[config.mk]
export PLATFORM = sky130hd
export DESIGN_NAME = drape_em_sequencer
export DESIGN_NICKNAME = d
export VERILOG_FILES = /design/src/rtl/rcb_drape_pkg.sv /design/src/rtl/us_timer.sv /design/src/rtl/drape_em_sequencer.sv
export SDC_FILE = /design/constraint.sdc
export NUM_CORES = 1
export LEC_CHECK = 0
export ABC_AREA = 1
export ABC_CLOCK_PERIOD_IN_PS = 2400
export CORE_ASPECT_RATIO = 0.6
export CORE_UTILIZATION = 54
export DETAILED_ROUTE_END_ITERATION = 12
export GPL_TIMING_DRIVEN = 0
export PLACE_DENSITY = 0.76
export SLEW_MARGIN = 20
export SYNTH_ARGS = -nofsm -noshare
export SYNTH_HDL_FRONTEND = slang
export SYNTH_SLANG_ARGS = --single-unit
export TNS_END_PERCENT = 20
[constraint.sdc]
create_clock -name clk_100m -period 2.4 [get_ports clk_100m]
set_clock_uncertainty 0.15 [all_clocks]
set_input_delay 0.72 -clock clk_100m [delete_from_list [all_inputs] [get_ports clk_100m]]
set_output_delay 0.72 -clock clk_100m [all_outputs]
set_load 0.02 [all_outputs]
[src/rtl/rcb_drape_pkg.sv]
// Shared state encoding, fault codes and timer width for the drape EM sequencer.
package rcb_drape_pkg;

  localparam int US_W = 20;

  typedef enum logic [2:0] {
    ST_IDLE     = 3'd0,
    ST_ENERGIZE = 3'd1,
    ST_HOLD     = 3'd2,
    ST_COOLDOWN = 3'd3,
    ST_FAULT    = 3'd4
  } state_e;

  typedef enum logic [1:0] {
    FC_NONE       = 2'b00,
    FC_NO_CONFIRM = 2'b01,
    FC_NO_RELEASE = 2'b10,
    FC_UNEXPECTED = 2'b11
  } fault_code_e;

endpackage

[src/rtl/us_timer.sv]
// Microsecond down-counter: TICK_DIV-cycle prescaler plus a us counter loaded on restart.
// expire_o marks the last cycle of a loaded interval, so N us spans exactly N*TICK_DIV cycles.
module us_timer
  import rcb_drape_pkg::*;
#(
  parameter int TICK_DIV = 100
) (
  input  logic            clk_i,
  input  logic            rst_i,
  input  logic            restart_i,
  input  logic [US_W-1:0] load_us_i,
  output logic            expire_o
);

  localparam int            PW      = (TICK_DIV > 1) ? $clog2(TICK_DIV) : 1;
  localparam logic [PW-1:0] PSC_MAX = PW'(TICK_DIV - 1);

  logic [PW-1:0]   psc_q, psc_d;
  logic [US_W-1:0] us_q, us_d;
  logic            tick;

  assign tick     = (psc_q == '0);
  assign expire_o = tick && (us_q == US_W'(1));

  always_comb begin
    psc_d = psc_q;
    us_d  = us_q;
    if (restart_i) begin
      psc_d = PSC_MAX;
      us_d  = load_us_i;
    end else if (us_q != '0) begin
      if (tick) begin
        psc_d = PSC_MAX;
        us_d  = us_q - US_W'(1);
      end else begin
        psc_d = psc_q - PW'(1);
      end
    end
  end

  always_ff @(posedge clk_i or posedge rst_i) begin
    if (rst_i) begin
      psc_q <= '0;
      us_q  <= '0;
    end else begin
      psc_q <= psc_d;
      us_q  <= us_d;
    end
  end

endmodule

[src/rtl/drape_em_sequencer.sv]
// Grants one drape electromagnet at a time: energize until confirmed, hold, then cool down.
// state | meaning: IDLE wait for request | ENERGIZE drive, await em_state | HOLD timed drive | COOLDOWN off-time | FAULT sticky
module drape_em_sequencer
  import rcb_drape_pkg::*;
#(
  parameter int TICK_DIV   = 100,
  parameter int CONFIRM_US = 100000,
  parameter int HOLD_US    = 500000,
  parameter int COOL_US    = 200000
) (
  input  logic       clk_100m,
  input  logic       rst,
  input  logic       req_right,
  input  logic       req_left,
  input  logic       abort,
  input  logic       fault_clr,
  input  logic       right_drape_em_state,
  input  logic       left_drape_em_state,
  output logic       right_drape_em_open,
  output logic       left_drape_em_open,
  output logic       busy,
  output logic       grant_right,
  output logic       done,
  output logic       fault,
  output logic [1:0] fault_code
);

  // Two-bit side vectors throughout: bit 1 = right, bit 0 = left.
  state_e          state_q, state_d;
  fault_code_e     code_q, code_d;
  logic [1:0]      pend_q, pend_d;
  logic [1:0]      open_q, unexp_q, unexp_now;
  logic [1:0]      em_state, req_vec, grant_mask, serving, cool_exempt;
  logic            grant_q, grant_d;
  logic            aborted_q, aborted_d;
  logic            busy_q, done_q, done_d, fault_q;
  logic            em_granted, unexpected, expire, restart;
  logic [US_W-1:0] load_us;

  assign em_state   = {right_drape_em_state, left_drape_em_state};
  assign req_vec    = {req_right, req_left};
  assign grant_mask = grant_q ? 2'b10 : 2'b01;
  assign em_granted = |(em_state & grant_mask);
  assign serving    = (state_q == ST_ENERGIZE || state_q == ST_HOLD || state_q == ST_COOLDOWN)
                      ? grant_mask : 2'b00;

  // The granted magnet is expected to still be releasing during cooldown; a stuck one is
  // reported as NO_RELEASE at expiry rather than UNEXPECTED.
  assign cool_exempt = (state_q == ST_COOLDOWN) ? grant_mask : 2'b00;
  assign unexp_now   = em_state & ~open_q & ~cool_exempt & {2{state_q != ST_FAULT}};
  assign unexpected  = |(unexp_now & unexp_q);

  always_comb begin
    state_d   = state_q;
    code_d    = code_q;
    pend_d    = pend_q | (req_vec & ~serving);
    grant_d   = grant_q;
    aborted_d = aborted_q;
    done_d    = 1'b0;
    case (state_q)
      ST_IDLE: begin
        if (!abort && pend_q != 2'b00) begin
          grant_d   = (pend_q == 2'b11) ? ~grant_q : pend_q[1];
          pend_d    = pend_d & ~(grant_d ? 2'b10 : 2'b01);
          aborted_d = 1'b0;
          state_d   = ST_ENERGIZE;
        end
      end
      ST_ENERGIZE: begin
        if (abort) begin
          aborted_d = 1'b1;
          state_d   = ST_COOLDOWN;
        end else if (em_granted) begin
          state_d = ST_HOLD;
        end else if (expire) begin
          code_d  = FC_NO_CONFIRM;
          state_d = ST_FAULT;
        end
      end
      ST_HOLD: begin
        if (abort) begin
          aborted_d = 1'b1;
          state_d   = ST_COOLDOWN;
        end else if (expire) begin
          state_d = ST_COOLDOWN;
        end
      end
      ST_COOLDOWN: begin
        if (expire) begin
          if (em_granted) begin
            code_d  = FC_NO_RELEASE;
            state_d = ST_FAULT;
          end else begin
            done_d    = !(aborted_q || abort);
            aborted_d = 1'b0;
            state_d   = ST_IDLE;
          end
        end else if (abort) begin
          aborted_d = 1'b1;
        end
      end
      ST_FAULT: begin
        if (fault_clr) begin
          code_d  = FC_NONE;
          state_d = ST_IDLE;
        end
      end
      default: state_d = ST_IDLE;
    endcase
    if (unexpected) begin
      code_d  = FC_UNEXPECTED;
      state_d = ST_FAULT;
      done_d  = 1'b0;
    end
    if (abort || state_d == ST_FAULT || state_q == ST_FAULT) pend_d = 2'b00;
  end

  assign restart = (state_d != state_q);

  always_comb begin
    case (state_d)
      ST_ENERGIZE: load_us = US_W'(CONFIRM_US);
      ST_HOLD:     load_us = US_W'(HOLD_US);
      ST_COOLDOWN: load_us = US_W'(COOL_US);
      default:     load_us = '0;
    endcase
  end

  us_timer #(.TICK_DIV(TICK_DIV)) u_us_timer (
    .clk_i     (clk_100m),
    .rst_i     (rst),
    .restart_i (restart),
    .load_us_i (load_us),
    .expire_o  (expire)
  );

  always_ff @(posedge clk_100m or posedge rst) begin
    if (rst) begin
      state_q   <= ST_IDLE;
      code_q    <= FC_NONE;
      pend_q    <= 2'b00;
      grant_q   <= 1'b0;
      aborted_q <= 1'b0;
      unexp_q   <= 2'b00;
      open_q    <= 2'b00;
      busy_q    <= 1'b0;
      done_q    <= 1'b0;
      fault_q   <= 1'b0;
    end else begin
      state_q   <= state_d;
      code_q    <= code_d;
      pend_q    <= pend_d;
      grant_q   <= grant_d;
      aborted_q <= aborted_d;
      unexp_q   <= unexp_now;
      open_q    <= (state_d == ST_ENERGIZE || state_d == ST_HOLD)
                   ? (grant_d ? 2'b10 : 2'b01) : 2'b00;
      busy_q    <= (state_d != ST_IDLE);
      done_q    <= done_d;
      fault_q   <= (state_d == ST_FAULT);
    end
  end

  assign right_drape_em_open = open_q[1];
  assign left_drape_em_open  = open_q[0];
  assign busy                = busy_q;
  assign grant_right         = grant_q;
  assign done                = done_q;
  assign fault               = fault_q;
  assign fault_code          = code_q;

endmodule

; ---- After elaboration in Yosys (flattened, before gate mapping)
; Cells that the tools add are included.
[op_classes]
add_sub_neg = 2
n_eq_ne = 20
muxes = 47
n_bitwise = 13
n_reduce_logical = 25
[op_table]
columns = op, count
row1 = $mux W20, 3
row2 = $pmux W19 S3, 1
row3 = $mux W2, 16
row4 = $mux W3, 10
row5 = $ne A3 B3 Y1 const B, 8
row6 = $mux W7, 3
row7 = $eq A20 B1 Y1 const B, 1
row8 = $reduce_bool A20 Y1, 1
row9 = $sub A20 B1 Y20 const B, 1
row10 = $pmux W3 S5, 1
row11 = $and A2 B2 Y2, 7
row12 = $eq A3 B2 Y1 const B, 4
row13 = $mux W1, 11
row14 = $not A2 Y2, 4
row15 = $logic_not A7 Y1, 1
row16 = $reduce_and A7 Y1, 1
row17 = $sub A7 B1 Y7 const B, 1
row18 = $eq A3 B1 Y1 const B, 2
row19 = $eq A3 B3 Y1 const B, 2
row20 = $logic_or A1 B1 Y1, 6
row21 = $pmux W2 S3, 1
row22 = $reduce_bool A2 Y1, 3
row23 = $reduce_bool A3 Y1, 2
row24 = $reduce_or A2 Y1, 3
row25 = other kinds (12), 14
[word_totals]
register_bits = 43
inputBits = 8

; ---- Depth between registers and ports, before layout
[depth]
word_depth = 12
mapped_depth = 19
ltp_nobuf = 18

; ---- Modules after synthesis
; Synthesis repeated with hierarchy kept, for this count alone.
[unflattened]
hier_cells = 452
area_unflattened_um2 = 3076.7
[by_module_without_submodules]
columns = module, instances, cells_per_inst, area_each_um2
row1 = us_timer, 1, 306, 2043.2
row2 = drape_em_sequencer, 1, 146, 1033.5

; ---- Worst setup path before layout
; No wires, ideal clock.
[synth_path]
kind = flip-flop to flip-flop
start = register u_us_timer.psc_q[0]
end = register u_us_timer.us_q[5]
t_arrival_ps = 2145
required_time_ps = 2128
slack_ps = -17
stages_incl_launch_ff = 17
path_buffers = 1
synth_period_minus_slack_ps = 2417
cell_sequence = dfrtp_1 -> inv_1 -> ha_1 -> inv_2 -> nor2_2 -> nand3_4 -> nor2_2 -> nand3_2 -> a21oi_1 -> nand3_1 -> nand2_2 -> nand2_1 -> nand2_4 -> o211ai_4 -> buf_6 -> nand2_1 -> nand2_1
[synth_via]
elab_chain_len = 10
elab_cells_between_ends = 19
cone_classes = 4 x eq/ne / 10 x mux / 5 x reduce/logical
[synth_rtl]
columns = item, line
row1 = "start, declared", us_timer.sv:18  ; logic [PW-1:0] psc_q, psc_d;
row2 = "start signal, assigned", us_timer.sv:46  ; psc_q <= psc_d;
row3 = $logic_not A7 Y1 *, us_timer.sv:22  ; assign tick = (psc_q == '0);
row4 = $logic_and A1 B1 Y1, us_timer.sv:23  ; assign expire_o = tick && (us_q == US_W'(1));
row5 = $mux W3, drape_em_sequencer.sv:75  ; end else if (expire) begin
row6 = $mux W3, drape_em_sequencer.sv:73  ; end else if (em_granted) begin
row7 = $mux W3, drape_em_sequencer.sv:70  ; if (abort) begin
row8 = $pmux W3 S5, drape_em_sequencer.sv:60  ; case (state_q)
row9 = $mux W3, drape_em_sequencer.sv:110  ; if (unexpected) begin
row10 = $eq A3 B2 Y1 (tied with other cells), drape_em_sequencer.sv:121  ; case (state_d)
row11 = $pmux W19 S3 or $reduce_bool A2 Y1 (tied branches), -
row12 = $mux W20 or $reduce_and A2 Y1 (tied branches), -
row13 = "end signal, assigned", us_timer.sv:47  ; us_q <= us_d;
row14 = "end, declared", us_timer.sv:19  ; logic [US_W-1:0] us_q, us_d;
; Every way passes the cells marked *; elsewhere a longest branch is shown, timed or not.
; A chain may end at the register's enable or synchronous reset.

; ---- Worst setup path in the final report
[layout_path]
start = register u_us_timer.us_q[11]
end = register u_us_timer.us_q[15]
[layout_via]
elab_chain_len = 10
elab_cells_between_ends = 23
cone_classes = 1 x add/sub / 5 x eq/ne / 12 x mux / 5 x reduce/logical
[layout_rtl]
columns = item, line
row1 = $eq A20 B1 Y1, us_timer.sv:23
row2 = $logic_and A1 B1 Y1, us_timer.sv:23
row3 = $mux W3, drape_em_sequencer.sv:75
row4 = $mux W3, drape_em_sequencer.sv:73
row5 = $mux W3, drape_em_sequencer.sv:70
row6 = $pmux W3 S5, drape_em_sequencer.sv:60
row7 = $mux W3, drape_em_sequencer.sv:110
row8 = $eq A3 B2 Y1 (tied with other cells), drape_em_sequencer.sv:121
row9 = $pmux W19 S3 or $reduce_bool A2 Y1 (tied branches), -
row10 = $mux W20 or $reduce_and A2 Y1 (tied branches), -
; Several ways; a longest one is shown, not always the timed one. The select of a mux whose other input is x is not followed.

==> results.toml <==
[clocking]
cts_buffers = 5
clock-root-buffer = "clkbuf_8"
clk_pin_slew_ns = 0.09
cts_tree = "done"
insertion_delay_ns = 0.31
h-tree-depth = 2
cts.sinks = 43
hold_buffers = 0
cts_buffer_depth = 2

[timing]
rsz0062_at_grt = "yes"
slew_viol_final = 0
hold_violations = 0
fin_ws_ns = -0.206
slew_headroom_pct = 46.5
fin_crit_sh_pct = 109
fin_crit_ns = 2.61
tightest_slew_ns = 0.791
max_clock_freq_mhz = 384
setup_viol = 26

[cells_and_area]
layout_common_cells = "nand2_1 (95), buf_4 (53), dfrtp_1 (36)"
fill_cells = 336
area_delta_synth_final_pct = 35.9
drive_gt1_share_pct = 33.4
instances_no_fill = 554
num-nets-final = 500
final_cell_area_sq_mm = 0.00408
num_antenna_cells = 0
final_common_cell = "nand2_1"

[floorplanning]
die_y_microns = 59.8
die-width_microns = 98.3
row_count = 20
initial_core_util_pct = 57.7
die_area_sq_mm = 0.00588
fp.coreArea_sq_mm = 0.00520
io_pins = 16

[setup_path]
critPathBufInv = 1
slowest_delay_ns = 0.45
slowest_stage = "dfrtp_1"
arrival_ns = 2.65
path_delay_family = "simple AND/OR/NAND/NOR gates"
r2r_slack_ns = -0.21
crit_fanout = 10
crit_top_cell = "nand2_2"
startpoint_type = "flip-flop"
crit_path_end_kind = "flip-flop"
cp_cell_sequence = "nor2_2, nand2_2, nor2_4, nand2_1, nor2_2, nand2_2, nand4_1, nand2_4, nor2_8, nand3_4, buf_6, nand2_2, nand2_1, nand2_2, nand2_1"
crit_required_ns = 2.44
critPathKind = "flip-flop to flip-flop"

[global_route]
antenna_found_initial = 0
grt_pass1_vias = 2829
grt_pass1_wl_microns = 14100
overflow = 0
track_usage_pct = 31.6
grt_max_degree = 25

[routing]
avgRoutedWirePerCell_microns = 18.1
firstDrtPassIters = 8
num_vias = 3414
wl_microns = 10000
drc = 0
detail_route.vias_per_cell = 6.16
ant_nets = 0
drt_iter0_drc = 572

[outcome]
violations = "negative setup slack"
status = "finished, violations left"

[synth]
synth_area_leaders = "dfrtp_1 (36%), nand2_1 (15%), nand3_1 (6.3%)"
yosysSeqAreaShare_pct = 35.8
netlist_area_sq_mm = 0.00300
avgSynthCellArea_sq_um = 7.31
yosysWarnings = 0
synth-seq-cells = 43
syn_nets = 423
yosysTopAreaCell = "dfrtp_1"
synthDistinctLibCells = 42
yosys.area.top_type_share_pct = 35.8
synth-edff-count = 0
synth_ff_type = "dfrtp_1"
synth_cells = 411
synthArstFlopShare_pct = 100

[min_path]
worstHoldPathType = "flip-flop to flip-flop"

[placed_design]
port_buffers = 15
dp_hpwl_microns = 5780
gp_congestion = 0.939
dp_cells = 493
placedInstanceArea_sq_mm = 0.00326

[power]
vdd.ir_drop.worst_mv = 0.696
leakagePower_nw = 2.04
power_density_mw_per_mm2 = 1590

[job]
maxCapViolCount = 0
## worst register-to-register path, delay by kind of cell (launching register included)
kind	cells	cell delay, ns
and+or+nand+nor	14	1.74
DFF	1	0.45
buffers and inverters	1	0.18
## flip-flops by register name, indices dropped and copies added (netlist names)
register	cells
unexp_q	2
grant_right	1
open_q	2
pend_q	2
busy	1
fault_code	2
done	1
u_us_timer.us_q	20
fault	1
aborted_q	1
u_us_timer.psc_q	7
state_q	3
## cell families (layout without fill, tap and decap cells)
logic type               count (synthesis)  after routing  synth area share [%]
adder cells (fa/ha/maj)                  4              4                  1.67
flip-flops                              43             43                  35.8
XOR/XNOR                                19             19                  5.54
AO/OA/AOI/OAI                           41             41                  10.7
AND/OR/NAND/NOR                        248            248                  38.2
buffers and inverters                   56            133                  8.08
## per-stage QoR
step                setup slack, ns  hold slack (ns)  power (W)  util, %  TNS, ns
detailed placement           -0.976            0.318    0.00443     62.7   -25.40
CTS                         -0.0143            0.339    0.00564     72.4  -0.0569
global placement             -0.914            0.306    0.00436     62.3   -39.35
floorplan                  0.000192            0.291    0.00363        -        0
finish                       -0.206            0.370    0.00651     78.4    -3.74
global route                 -0.295            0.407    0.00683     78.4    -6.75
## path summary, 6_finish.rpt
kind	startpoint	to	cells after the start
setup / recovery	u_us_timer.us_q[11]	u_us_timer.us_q[15]	15
hold / removal	aborted_q	aborted_q	2
setup reg to reg	u_us_timer.us_q[11]	u_us_timer.us_q[15]	15
hold reg to reg	aborted_q	aborted_q	2
max in group asynchronous	rst	state_q[1]	3
min in group asynchronous	rst	u_us_timer.us_q[19]	2
## power by group
| part | total [W] | switching, W | leakage, nW | internal (W) |
|---|---|---|---|---|
| sequential | 0.00124 | 0.000257 | 0.544 | 0.000978 |
| clock | 0.000487 | 0.000261 | 0.0470 | 0.000226 |
| combinational | 0.00479 | 0.00285 | 1.44 | 0.00193 |
## final cells by class
cell class	count	area, sq um	area share (%)
plain buffers	14	104	2.54
clock buffers	6	82.6	2.02
clock inverters	1	5.00	0.123
inverters	42	165	4.05
multi-input cells	312	1970	48.3
flip-flops and latches	43	1080	26.6
well taps	66	82.6	2.02
repair buffers	70	588	14.4
## timing repair
action	in CTS	in global routing
cloned	1	0
gates resized for setup	61	46
pin swaps	22	17
setup buffers	29	24
setup endpoints to repair	29	30
hold endpoints to repair	0	0
## cells in the mapped netlist (3+ instances only)
cell / count
a21oi_1: 4
buf_2: 5
buf_4: 3
clkbuf_1: 4
dfrtp_1: 43
ha_1: 4
inv_1: 36
inv_2: 4
nand2_1: 124
nand2_2: 4
nand3_1: 38
nand4_1: 10
nor2_1: 42
nor2_2: 5
nor3_1: 8
o2111ai_1: 21
o21ai_0: 4
or2_2: 3
xnor2_1: 10
xor2_1: 9
## routing by layer
| metal | vias up | share of wire [%] | GRT usage (%) |
|---|---|---|---|
| li1 | 1525 | - | - |
| met1 | 1586 | 44 | 48.2 |
| met2 | 262 | 41 | 44.7 |
| met3 | 41 | 13 | 7.84 |
| met4 | 0 | 3.0 | 7.46 |
| met5 | - | 0 | 0 |
(Power assumes the default switching activity.)
